File: config.mk
export PLATFORM = sky130hd
export DESIGN_NAME = therm2bin_pipeline_bubble
export DESIGN_NICKNAME = d
export VERILOG_FILES = /design/src/rtl/therm2bin_pipeline_bubble.sv
export SDC_FILE = /design/constraint.sdc
export NUM_CORES = 1
export LEC_CHECK = 0
export ABC_AREA = 0
export ABC_CLOCK_PERIOD_IN_PS = 3000
export CORE_AREA = 2 2 119 179
export DETAILED_ROUTE_END_ITERATION = 10
export DIE_AREA = 0 0 121 181
export PLACE_DENSITY = 0.64
export SLEW_MARGIN = 20
export SYNTH_ARGS = -nofsm -noshare
export SYNTH_HDL_FRONTEND = slang
export SYNTH_SLANG_ARGS = --single-unit
File: constraint.sdc
create_clock -name clock -period 3 [get_ports clock]
set_clock_uncertainty 0.15 [all_clocks]
set_input_delay 0.45 -clock clock [delete_from_list [all_inputs] [get_ports clock]]
set_output_delay 0.45 -clock clock [all_outputs]
set_load 0.05 [all_outputs]
File: src/rtl/therm2bin_pipeline_bubble.sv
// Pipelined flash-ADC thermometer-to-binary encoder with 3-tap majority
// bubble correction, one binary-search stage per output bit, per-sample
// bubble/overflow/underflow flags and a saturating bubble counter.
module therm2bin_pipeline_bubble #(
   parameter int unsigned B          = 6,
   parameter int unsigned BUBBLE_FIX = 1,
   parameter int unsigned CNT_W      = 16
) (
   input  logic                  clock,
   input  logic                  reset,
   input  logic                  valid_in,
   input  logic [(1<<B)-2:0]     thermo,
   input  logic                  clr_cnt,
   output logic                  valid_out,
   output logic [B-1:0]          bin,
   output logic                  bubble,
   output logic                  ovr,
   output logic                  und,
   output logic [CNT_W-1:0]      bubble_cnt
);

   localparam int unsigned N = (1 << B) - 1;
   localparam logic [N-1:0] ALL_ONES = '1;
   localparam logic [CNT_W-1:0] CNT_MAX = '1;

   // Index of the bit tested by search stage k inside its window.
   function automatic int unsigned test_idx(input int unsigned k);
      return (32'd1 << (B - k)) - 32'd1;
   endfunction

   // Stage 0: raw capture of the comparator word.
   logic          s0_vld;
   logic [N-1:0]  s0_therm;

   // Majority correction and per-sample flags derived from stage 0.
   logic [N-1:0]  t_lo;
   logic [N-1:0]  t_hi;
   logic [N-1:0]  corr;
   logic [N-1:0]  srch;
   logic          s0_bub;
   logic          s0_ovr;
   logic          s0_und;

   // Search stage registers (stage k holds the window after resolving bit B-k).
   logic [N-1:0]  st_win  [1:B];
   logic [B-1:0]  st_bits [1:B];
   logic          st_vld  [1:B];
   logic          st_bub  [1:B];
   logic          st_ovr  [1:B];
   logic          st_und  [1:B];

   logic [N-1:0]  w_src    [1:B];
   logic          hit      [1:B];
   logic [N-1:0]  nxt_win  [1:B];
   logic [B-1:0]  nxt_bits [1:B];
   logic          nxt_vld  [1:B];
   logic          nxt_bub  [1:B];
   logic          nxt_ovr  [1:B];
   logic          nxt_und  [1:B];

   // Stage 0 register: free-running capture, valid is a plain shift chain.
   always_ff @(posedge clock or negedge reset) begin
      if (!reset) begin
         s0_vld   <= 1'b0;
         s0_therm <= '0;
      end else begin
         s0_vld   <= valid_in;
         s0_therm <= thermo;
      end
   end

   // Neighbour taps with t[-1]=1 below and t[N]=0 above.
   assign t_lo   = {s0_therm[N-2:0], 1'b1};
   assign t_hi   = {1'b0, s0_therm[N-1:1]};
   assign corr   = (t_lo & s0_therm) | (t_lo & t_hi) | (s0_therm & t_hi);
   assign srch   = (BUBBLE_FIX != 0) ? corr : s0_therm;
   assign s0_bub = (corr != s0_therm);
   assign s0_und = (s0_therm == '0);
   assign s0_ovr = (s0_therm == ALL_ONES);

   // Binary-search step per stage: test the window midpoint, keep the half it selects.
   always_comb begin
      for (int k = 1; k <= B; k++) begin
         w_src[k]    = '0;
         hit[k]      = 1'b0;
         nxt_win[k]  = '0;
         nxt_bits[k] = '0;
         nxt_vld[k]  = 1'b0;
         nxt_bub[k]  = 1'b0;
         nxt_ovr[k]  = 1'b0;
         nxt_und[k]  = 1'b0;
      end
      for (int k = 1; k <= B; k++) begin
         if (k == 1) begin
            w_src[k]    = srch;
            nxt_bits[k] = '0;
            nxt_vld[k]  = s0_vld;
            nxt_bub[k]  = s0_bub;
            nxt_ovr[k]  = s0_ovr;
            nxt_und[k]  = s0_und;
         end else begin
            w_src[k]    = st_win[k-1];
            nxt_bits[k] = st_bits[k-1];
            nxt_vld[k]  = st_vld[k-1];
            nxt_bub[k]  = st_bub[k-1];
            nxt_ovr[k]  = st_ovr[k-1];
            nxt_und[k]  = st_und[k-1];
         end
         hit[k] = |((w_src[k] >> test_idx(k)) & N'(1));
         if (hit[k]) begin
            nxt_win[k] = (w_src[k] >> (test_idx(k) + 1)) & ~(ALL_ONES << test_idx(k));
         end else begin
            nxt_win[k] = w_src[k] & ~(ALL_ONES << test_idx(k));
         end
         nxt_bits[k] = nxt_bits[k] | (B'(hit[k]) << (B - k));
      end
   end

   // Search stage registers.
   always_ff @(posedge clock or negedge reset) begin
      if (!reset) begin
         for (int k = 1; k <= B; k++) begin
            st_win[k]  <= '0;
            st_bits[k] <= '0;
            st_vld[k]  <= 1'b0;
            st_bub[k]  <= 1'b0;
            st_ovr[k]  <= 1'b0;
            st_und[k]  <= 1'b0;
         end
      end else begin
         for (int k = 1; k <= B; k++) begin
            st_win[k]  <= nxt_win[k];
            st_bits[k] <= nxt_bits[k];
            st_vld[k]  <= nxt_vld[k];
            st_bub[k]  <= nxt_bub[k];
            st_ovr[k]  <= nxt_ovr[k];
            st_und[k]  <= nxt_und[k];
         end
      end
   end

   // Output register: bin holds between samples, flags only assert with valid.
   always_ff @(posedge clock or negedge reset) begin
      if (!reset) begin
         valid_out <= 1'b0;
         bin       <= '0;
         bubble    <= 1'b0;
         ovr       <= 1'b0;
         und       <= 1'b0;
      end else begin
         valid_out <= st_vld[B];
         bubble    <= st_vld[B] & st_bub[B];
         ovr       <= st_vld[B] & st_ovr[B];
         und       <= st_vld[B] & st_und[B];
         if (st_vld[B]) begin
            bin <= st_bits[B];
         end
      end
   end

   // Saturating bubble counter; clear wins over a same-cycle increment.
   always_ff @(posedge clock or negedge reset) begin
      if (!reset) begin
         bubble_cnt <= '0;
      end else if (clr_cnt) begin
         bubble_cnt <= '0;
      end else if (valid_out && bubble && (bubble_cnt != CNT_MAX)) begin
         bubble_cnt <= bubble_cnt + CNT_W'(1);
      end
   end

endmodule

## After elaboration in Yosys (flattened, before gate mapping)

Cells that the tools add are included.

| word-level totals | value |
|---|---|
| bits in registers | 202 |
| ROM bits | 0 |
| memories kept | 0 |
| input bits | 67 |
| latch bits | 0 |
| word-level logic and storage cells | 71 |
| RAM bits | 0 |
| output and inout port bits | 26 |

| cells by class | value |
|---|---|
| order comparisons | 0 |
| bitwise gates (word level) | 13 |
| reduce and logical (&&, ||, !) cells | 4 |
| div/mod/pow operators | 0 |
| shifts and indexed selects | 0 |
| multiplexer cells | 7 |
| $add $sub $neg | 1 |
| $mul | 0 |
| equal/unequal tests | 3 |

Operator list:

| kind | number |
|---|---|
| $and 63x62->63 | 2 |
| $or 63x63->63 | 2 |
| $and 63x63->63 | 1 |
| $eq 63x63->1 const B | 1 |
| $logic_not 63->1 | 1 |
| $ne 63x63->1 | 1 |
| $mux 16 | 2 |
| $mux 31 | 1 |
| $add 16x1->16 const B | 1 |
| $ne 16x16->1 const B | 1 |
| $mux 15 | 1 |
| $mux 7 | 1 |
| $or 6x1->6 | 1 |
| $or 6x2->6 | 1 |
| $or 6x3->6 | 1 |
| $or 6x4->6 | 1 |
| $or 6x5->6 | 1 |
| $and 1x1->1 | 3 |
| $mux 3 | 1 |
| $logic_and 1x1->1 | 2 |
| $reduce_bool 2->1 | 1 |
| $mux 1 | 1 |

## Logic depth before layout (Yosys ltp)

Gate-level depths: netlist (run 1).

| depth | value |
|---|---|
| word-level depth | 4 |
| gate-level depth with buffers | 7 |
| mapped depth without buffers | 6 |

## Least setup slack after synthesis (run 1)

OpenSTA, ideal clock, no wires.

| timing path | value |
|---|---|
| kind | register to register |
| from | reg s0_therm[56] |
| to | reg st_bub (netlist bit nxt_bub[4]) |
| cell stages (with the launch flop) | 7 |
| path slack | 0.919 ns |
| arrival time | 1.792 ns |
| path buffers | 1 |
| required time | 2.711 ns |
| library setup time | 0.139 ns |
| period minus slack after synthesis | 2.081 ns |
| path through | dfrtp_1 -> buf_6 -> nand2b_4 -> a221oi_2 -> nand4_1 -> or4_1 -> or4_1 |

RTL lines:

| element | line | text |
|---|---|---|
| start: declaration | 33 | `logic [N-1:0] s0_therm;` |
| start signal: assignment | 68 | `s0_therm <= thermo;` |
| end signal: indexed assignment | 135 | `st_bub[k] <= nxt_bub[k];` |
| end: declaration | 48 | `logic st_bub [1:B];` |

==> results of run 1 <==
==> routing by layer <==
metal  share of wire  track usage  vias up
li1                -            -     2601
met1            0.36        0.230     2808
met2            0.56        0.387      195
met3           0.037       0.0372       51
met4           0.044        0.111        0
met5               0            0        -
==> worst reg2reg max path, cell delays in order (launching register included) <==
cell and delay (ps):
dfrtp_1 530, nand2b_1 220, a32oi_1 350, nand4_1 140
or4_1 480, or4_1 400
==> sequential cells by signal, indices dropped and copies added (netlist names), 5 cells and up <==
name / count
s0_therm: 63
st_win: 52
st_bits: 21
bubble_cnt: 16
bin: 6
hit: 5
nxt_bub: 5
nxt_ovr: 5
nxt_und: 5
nxt_vld: 5
==> kinds of logic (layout without fill, tap and decap cells) <==
group	after synthesis	after routing	synth area share
simple gates	220	220	0.148
compound gates	124	124	0.102
mux	33	33	0.0462
xor+xnor	10	10	0.0109
fa+ha+maj	28	28	0.0353
buf+inv	91	178	0.0576
flops	192	192	0.600
==> what timing repair did <==
action / in CTS / in global routing
hold endpoints to repair: 61 / 0
hold buffers: 1 / 0
endpoints found under the setup margin: 0 / 0
==> worst paths after layout <==
path                              start             to  cells past startpoint  slack, ps
setup / recovery           s0_therm[48]     nxt_bub[4]                      5        610
hold / removal              st_bits[28]    st_bits[22]                      0        200
setup reg to reg           s0_therm[48]     nxt_bub[4]                      5        610
hold reg to reg             st_bits[28]    st_bits[22]                      0        200
max in group asynchronous         reset     nxt_und[2]                      3       1530
min in group asynchronous         reset  bubble_cnt[7]                      2        400
==> through the flow <==
| stage | power, W | utilization | area (um2) |
|---|---|---|---|
| detailed placement | 0.00384 | 0.451 | 9130 |
| floorplan | 0.00346 | - | 8010 |
| global placement | 0.00383 | 0.451 | 9130 |
| CTS | 0.00616 | 0.482 | 9770 |
| finish | 0.00608 | 0.482 | 9770 |
| global route | 0.00636 | 0.482 | 9770 |
==> power by group <==
| group | internal, W | leakage [nW] | switching, W | total, W |
|---|---|---|---|---|
| Sequential | 0.00284 | 2.28 | 0.000223 | 0.00306 |
| Clock | 0.00115 | 0.304 | 0.00115 | 0.00230 |
| Combinational | 0.000355 | 1.37 | 0.000361 | 0.000717 |
==> final cells by class <==
cell class	instances	area (um2)
multi-input cells	415	2740
repair buffers	117	1150
flip-flops and latches	192	4800
fillers	1832	10500
inverters	29	109
clock inverters	15	203
clock buffers	17	425
well taps	264	330
==> cell usage in the layout (no fill, tap or decap), types with 3 or more instances in the layout <==
master           count
a31oi_1             24
nor2b_1             19
o21ai_0             28
inv_6                3
and2_1               4
buf_4               21
and4_1               4
mux2_2              32
xnor2_1             10
o211ai_1             9
nor3b_1              3
nor2_1              44
inv_1               29
clkdlybuf4s50_1     91
a21oi_1             16
clkbuf_16           17
nor4_1              20
nand4_1             24
or3_1                5
nand2_1             42
a32oi_1              7
nor3_1              14
nand2b_1            23
dfrtp_1            192
inv_8                3
nand3_1              6
maj3_1              27
buf_12               3
a211oi_1            12
clkinv_8             6
o31ai_1              9
o22ai_1              5
==> flow_metrics.py, run 1 <==
metrics = {
    "run_status": {
        "status": "finished, final reports clean",
    },
    "placement": {
        "gp_congestion": 0.966,
        "place.detailed.hpwl_um": 16400,
        "port-buffer-count": 92,
        "dp_slack_ps": 607,
        "numPlacedInstances": 1016,
    },
    "clock_tree": {
        "clock_tree_from_tritoncts": "done",
        "clock_path_buffers": 2,
        "clkSinkCount": 192,
        "post_cts.resized_instances": 0,
        "path_clk_slew_ps": 80,
        "cts_htree_levels": 4,
        "root_buffer": "clkbuf_16",
        "clock_insertion_delay_worst_skew_ps": 440,
        "postCtsSetupBuffers": 0,
        "numCtsBuffers": 17,
    },
    "sta": {
        "period_minus_slack_ps": 2390,
        "holdWs_ps": 196,
        "finalHoldViolCount": 0,
        "grt_setup_unrepaired": "no",
        "fmax_ghz": 0.418,
        "final.period_utilization": 0.797,
        "worst_slack_ps": 609,
        "setup-violations-final": 0,
        "tns_ps": 0,
        "slew-limit-headroom": 0.564,
        "timing_worst_slew_pin_value_ps": 653,
        "finalMaxSlewViolations": 0,
    },
    "worst_setup_path": {
        "timing.critical_path.mode_cell": "or4_1",
        "criticalPathCategory": "flip-flop to flip-flop",
        "crit_slowest_cell": "dfrtp_1",
        "critical_path.max_fanout": 10,
        "timing.critical_path.slowest_cell_delay_ps": 530,
        "critPathTopFamily": "simple AND/OR/NAND/NOR gates",
        "worstSetupStartpointType": "flip-flop",
        "critPathCaptureType": "flip-flop",
        "worstPathCellList": "nand2b_1 > a32oi_1 > nand4_1 > or4_1 > or4_1",
        "critPathRequiredTime_ps": 3170,
        "timing.critical_path.arrival_ps": 2560,
        "cp_buf_inv_count": 0,
    },
    "logic_synthesis": {
        "synth_top_flop_cell": "dfrtp_1",
        "most_instantiated_cells_after_synthesis": "dfrtp_1, nor2_1, nand2_1, clkbuf_1, mux2_2",
        "synth.top_cells.by_area": "dfrtp_1, mux2_2, maj3_1",
        "yosysMostFrequentCell": "dfrtp_1",
        "post_synth_num_cell_types": 53,
        "synth_top_area_frac": 0.600,
        "seq_area_frac_synth": 0.600,
        "synth.cell_area_um2": 8010,
        "synthesis.yosys.warnings": 0,
        "synthesis.nets": 766,
        "synth_top_cell_by_area": "dfrtp_1",
        "synth_edf_count": 0,
        "count_of_mapped_cells_out_of_synthesis": 698,
        "syn-mean-instance-area_um2": 11.5,
        "postSynthRegisterBits": 192,
        "postSynth.asyncResetShare": 1.00,
    },
    "floorplan": {
        "initial_utilization": 0.395,
        "fp.dieH_um": 181,
        "fp.dieArea_um2": 21900,
        "dieWidth_um": 121,
        "io_pins": 93,
        "floorplan.rows": 64,
        "core_area_um2": 20300,
    },
    "grt": {
        "grt_antenna_before_repair": 0,
        "first_global_vias": 5743,
        "groute.usage.overall": 0.212,
        "grt_remaining_overflow": 0,
        "grt_first_pass_wirelength_um": 34300,
        "grt_max_degree": 65,
    },
    "routing": {
        "number_of_nets_with_antenna_violations_after_routing": 0,
        "drtIter0Drc": 499,
        "wirelength_um": 22000,
        "via_count": 5655,
        "drc": 0,
        "detail_route.vias_per_cell": 5.39,
        "wl_per_cell_um": 21.0,
        "drt_first_pass_iters": 6,
    },
    "power": {
        "power.ir.vdd_worst_uv": 343,
        "power-per-cell-area_nw_per_um2": 622,
        "p_leak_nw": 3.95,
    },
    "cells_and_area": {
        "share_of_layout_cells_above_drive_strength_1": 0.122,
        "final_net_count": 840,
        "layout.cells.non_filler": 1049,
        "areaGrowthSynthToFinish_pct": 21.9,
        "n_antenna_cell": 0,
    },
    "job": {
        "timing.max_cap.violations": 0,
    },
    "min_path": {
        "hold_path.class": "flip-flop to flip-flop",
    },
}
Note: power is estimated with default switching activity, not from simulation.
==> run 2: changes to the inputs <==
--- a/config.mk
+++ b/config.mk
@@ -6,11 +6,11 @@
 export NUM_CORES = 1
 export LEC_CHECK = 0
 export ABC_AREA = 0
-export ABC_CLOCK_PERIOD_IN_PS = 3000
+export ABC_CLOCK_PERIOD_IN_PS = 2000
 export CORE_AREA = 2 2 119 179
 export DETAILED_ROUTE_END_ITERATION = 10
 export DIE_AREA = 0 0 121 181
-export PLACE_DENSITY = 0.64
+export PLACE_DENSITY = 0.67
 export SLEW_MARGIN = 20
 export SYNTH_ARGS = -nofsm -noshare
 export SYNTH_HDL_FRONTEND = slang
==> constraint.sdc (replaced) <==
create_clock -name clock -period 2 [get_ports clock]
set_clock_uncertainty 0.15 [all_clocks]
set_input_delay 0.3 -clock clock [delete_from_list [all_inputs] [get_ports clock]]
set_output_delay 0.3 -clock clock [all_outputs]
set_load 0.05 [all_outputs]
==> flow_metrics.py, run 2 (same netlist as run 1, synthesis figures left out) <==
metrics = {
    "run_status": {
        "status": "complete, but fails checks",
        "violations_in_the_final_reports": "setup timing",
    },
    "worst_setup_path": {
        "crit_start": "s0_therm[39]",
        "criticalPathCategory": "flip-flop to flip-flop",
        "worstPathCellList": "nand2b_1 > a32oi_1 > nand4_1 > or4_1 > or4_1",
        "crit_slowest_cell": "dfrtp_1",
        "critPathTopFamily": "simple AND/OR/NAND/NOR gates",
        "critPathRequiredTime_ps": 2170,
        "cp_buf_inv_count": 0,
        "worstSetupStartpointType": "flip-flop",
        "timing.critical_path.arrival_ps": 2380,
        "timing.critical_path.slowest_cell_delay_ps": 510,
        "critical_path.max_fanout": 5,
        "worst_r2r_startpoint": "s0_therm[39]",
        "timing.critical_path.mode_cell": "or4_1",
        "critPathCaptureType": "flip-flop",
    },
    "power": {
        "switchingPower_w": 0.00274,
        "combinationalPowerShare": 0.146,
        "cell_internal_power_w": 0.00670,
        "power.ir.vdd_worst_uv": 652,
        "p_total_w": 0.00944,
        "p_leak_nw": 4.57,
        "power-per-cell-area_nw_per_um2": 882,
        "seqPwrFrac": 0.472,
        "clockPowerShare": 0.382,
        "switching_share": 0.290,
    },
    "cells_and_area": {
        "areaGrowthSynthToFinish_pct": 33.6,
        "final_net_count": 949,
        "reg.largest.list": "s0_therm: 63 flops, st_win: 52 flops, st_bits: 21 flops",
        "largest_reg_flops": 63,
        "layout.cells.non_filler": 1159,
        "share_of_layout_cells_above_drive_strength_1": 0.270,
        "mostFrequentLayoutCell": "dfrtp_1",
        "layout.cells.most_common_list": "dfrtp_1, buf_4, clkdlybuf4s50_1, nor2_1, nand2_1",
        "registers.top_by_ff_count": "s0_therm",
    },
    "placement": {
        "numPlacedInstances": 1122,
        "port-buffer-count": 92,
        "place.detailed.hpwl_um": 17400,
        "gp_congestion": 0.958,
    },
    "min_path": {
        "hp-start": "thermo[58]",
        "hold_path.class": "input pin to flip-flop",
    },
    "grt": {
        "groute.usage.overall": 0.214,
        "grt_first_pass_wirelength_um": 34600,
        "grt_antenna_before_repair": 0,
        "grt_max_degree": 50,
        "grt_remaining_overflow": 0,
        "first_global_vias": 6238,
    },
    "routing": {
        "drt_first_pass_iters": 5,
        "drtIter0Drc": 487,
        "wl_per_cell_um": 19.4,
        "detail_route.vias_per_cell": 5.26,
        "number_of_nets_with_antenna_violations_after_routing": 0,
        "via_count": 6092,
        "wirelength_um": 22500,
        "drc": 0,
    },
    "floorplan": {
        "fp.dieArea_um2": 21900,
        "io_pins": 93,
        "fp.dieH_um": 181,
        "floorplan.rows": 64,
        "core_area_um2": 20300,
        "initial_utilization": 0.395,
        "dieWidth_um": 121,
    },
    "sta": {
        "grt_setup_unrepaired": "yes",
        "slew-limit-headroom": 0.582,
        "finalHoldViolCount": 0,
        "worst_slack_ps": -208,
        "tns_ps": -208,
        "finalMaxSlewViolations": 0,
        "timing_worst_slew_pin_value_ps": 624,
        "final.period_utilization": 1.10,
        "period_minus_slack_ps": 2210,
        "fmax_ghz": 0.453,
        "setup-violations-final": 1,
    },
    "clock_tree": {
        "clock_insertion_delay_worst_skew_ps": 440,
        "path_clk_slew_ps": 90,
        "root_buffer": "clkbuf_16",
        "numCtsBuffers": 17,
        "clock_tree_from_tritoncts": "done",
        "clkSinkCount": 192,
        "clock_path_buffers": 2,
        "cts_htree_levels": 4,
    },
    "job": {
        "timing.max_cap.violations": 0,
    },
}
==> run 2: cell count changes in the layout (fill, tap and decap cells not counted), moves of 2 or more <==
cell / before / now
dfrtp_1: 192 / 180
nor4_2: 0 / 5
dfrtp_2: 0 / 12
buf_4: 21 / 136
clkdlybuf4s50_1: 91 / 65
o31ai_1: 9 / 7
dlygate4sd2_1: 0 / 14
inv_12: 1 / 4
buf_6: 0 / 5
nor4_1: 20 / 15
==> run 2: layout make-up <==
cell class	count	area, um2
diodes	1	2.50
clock buffers	17	425
clock inverters	15	226
fillers	1777	9560
inverters	29	109
multi-input cells	415	2830
flip-flops and latches	192	4820
well taps	264	330
repair buffers	226	1950
==> run 2: worst paths after layout <==
path	to	slack, ps	cells past startpoint
worst max-delay path	nxt_bub[4]	-210	5
worst min-delay path	s0_therm[58]	130	1
worst max register to register	nxt_bub[4]	-210	5
worst min register to register	st_bits[23]	190	0
max in group asynchronous	s0_therm[12]	890	3
min in group asynchronous	bubble_cnt[6]	160	2
==> run 2: per-stage QoR <==
step	instance area (um2)	utilization	setup slack (ps)	hold WS [ps]
after floorplan	8020	-	-77.8	-146
final	10700	0.528	-208	133
after CTS	10600	0.523	-210	118
after global placement	9920	0.490	-266	76.3
after global routing	10700	0.528	-232	115
after detailed placement	9920	0.490	-234	77.2
==> run 2: per-layer routing <==
metal | part of all wire | GRT usage
met1 | 0.36 | 0.226
met2 | 0.55 | 0.393
met3 | 0.034 | 0.0341
met4 | 0.056 | 0.125
met5 | 0 | 0
==> run 2: repair_timing <==
item,in CTS,in global routing
gates cloned,0,0
gates resized for setup,18,20
setup endpoints to repair,20,12
setup buffers,1,2
hold buffers,1,0
endpoints found under the hold margin,164,0
pin swaps,0,4
==> run 2: power by group through the flow <==
stage	registers (W)	logic, W	clock network [W]
CTS	0.00447	0.00136	0.00370
floorplan	0.00459	0.000607	0
global placement	0.00453	0.00137	0
detailed placement	0.00455	0.00138	0
finish	0.00446	0.00138	0.00361
global route	0.00450	0.00147	0.00389
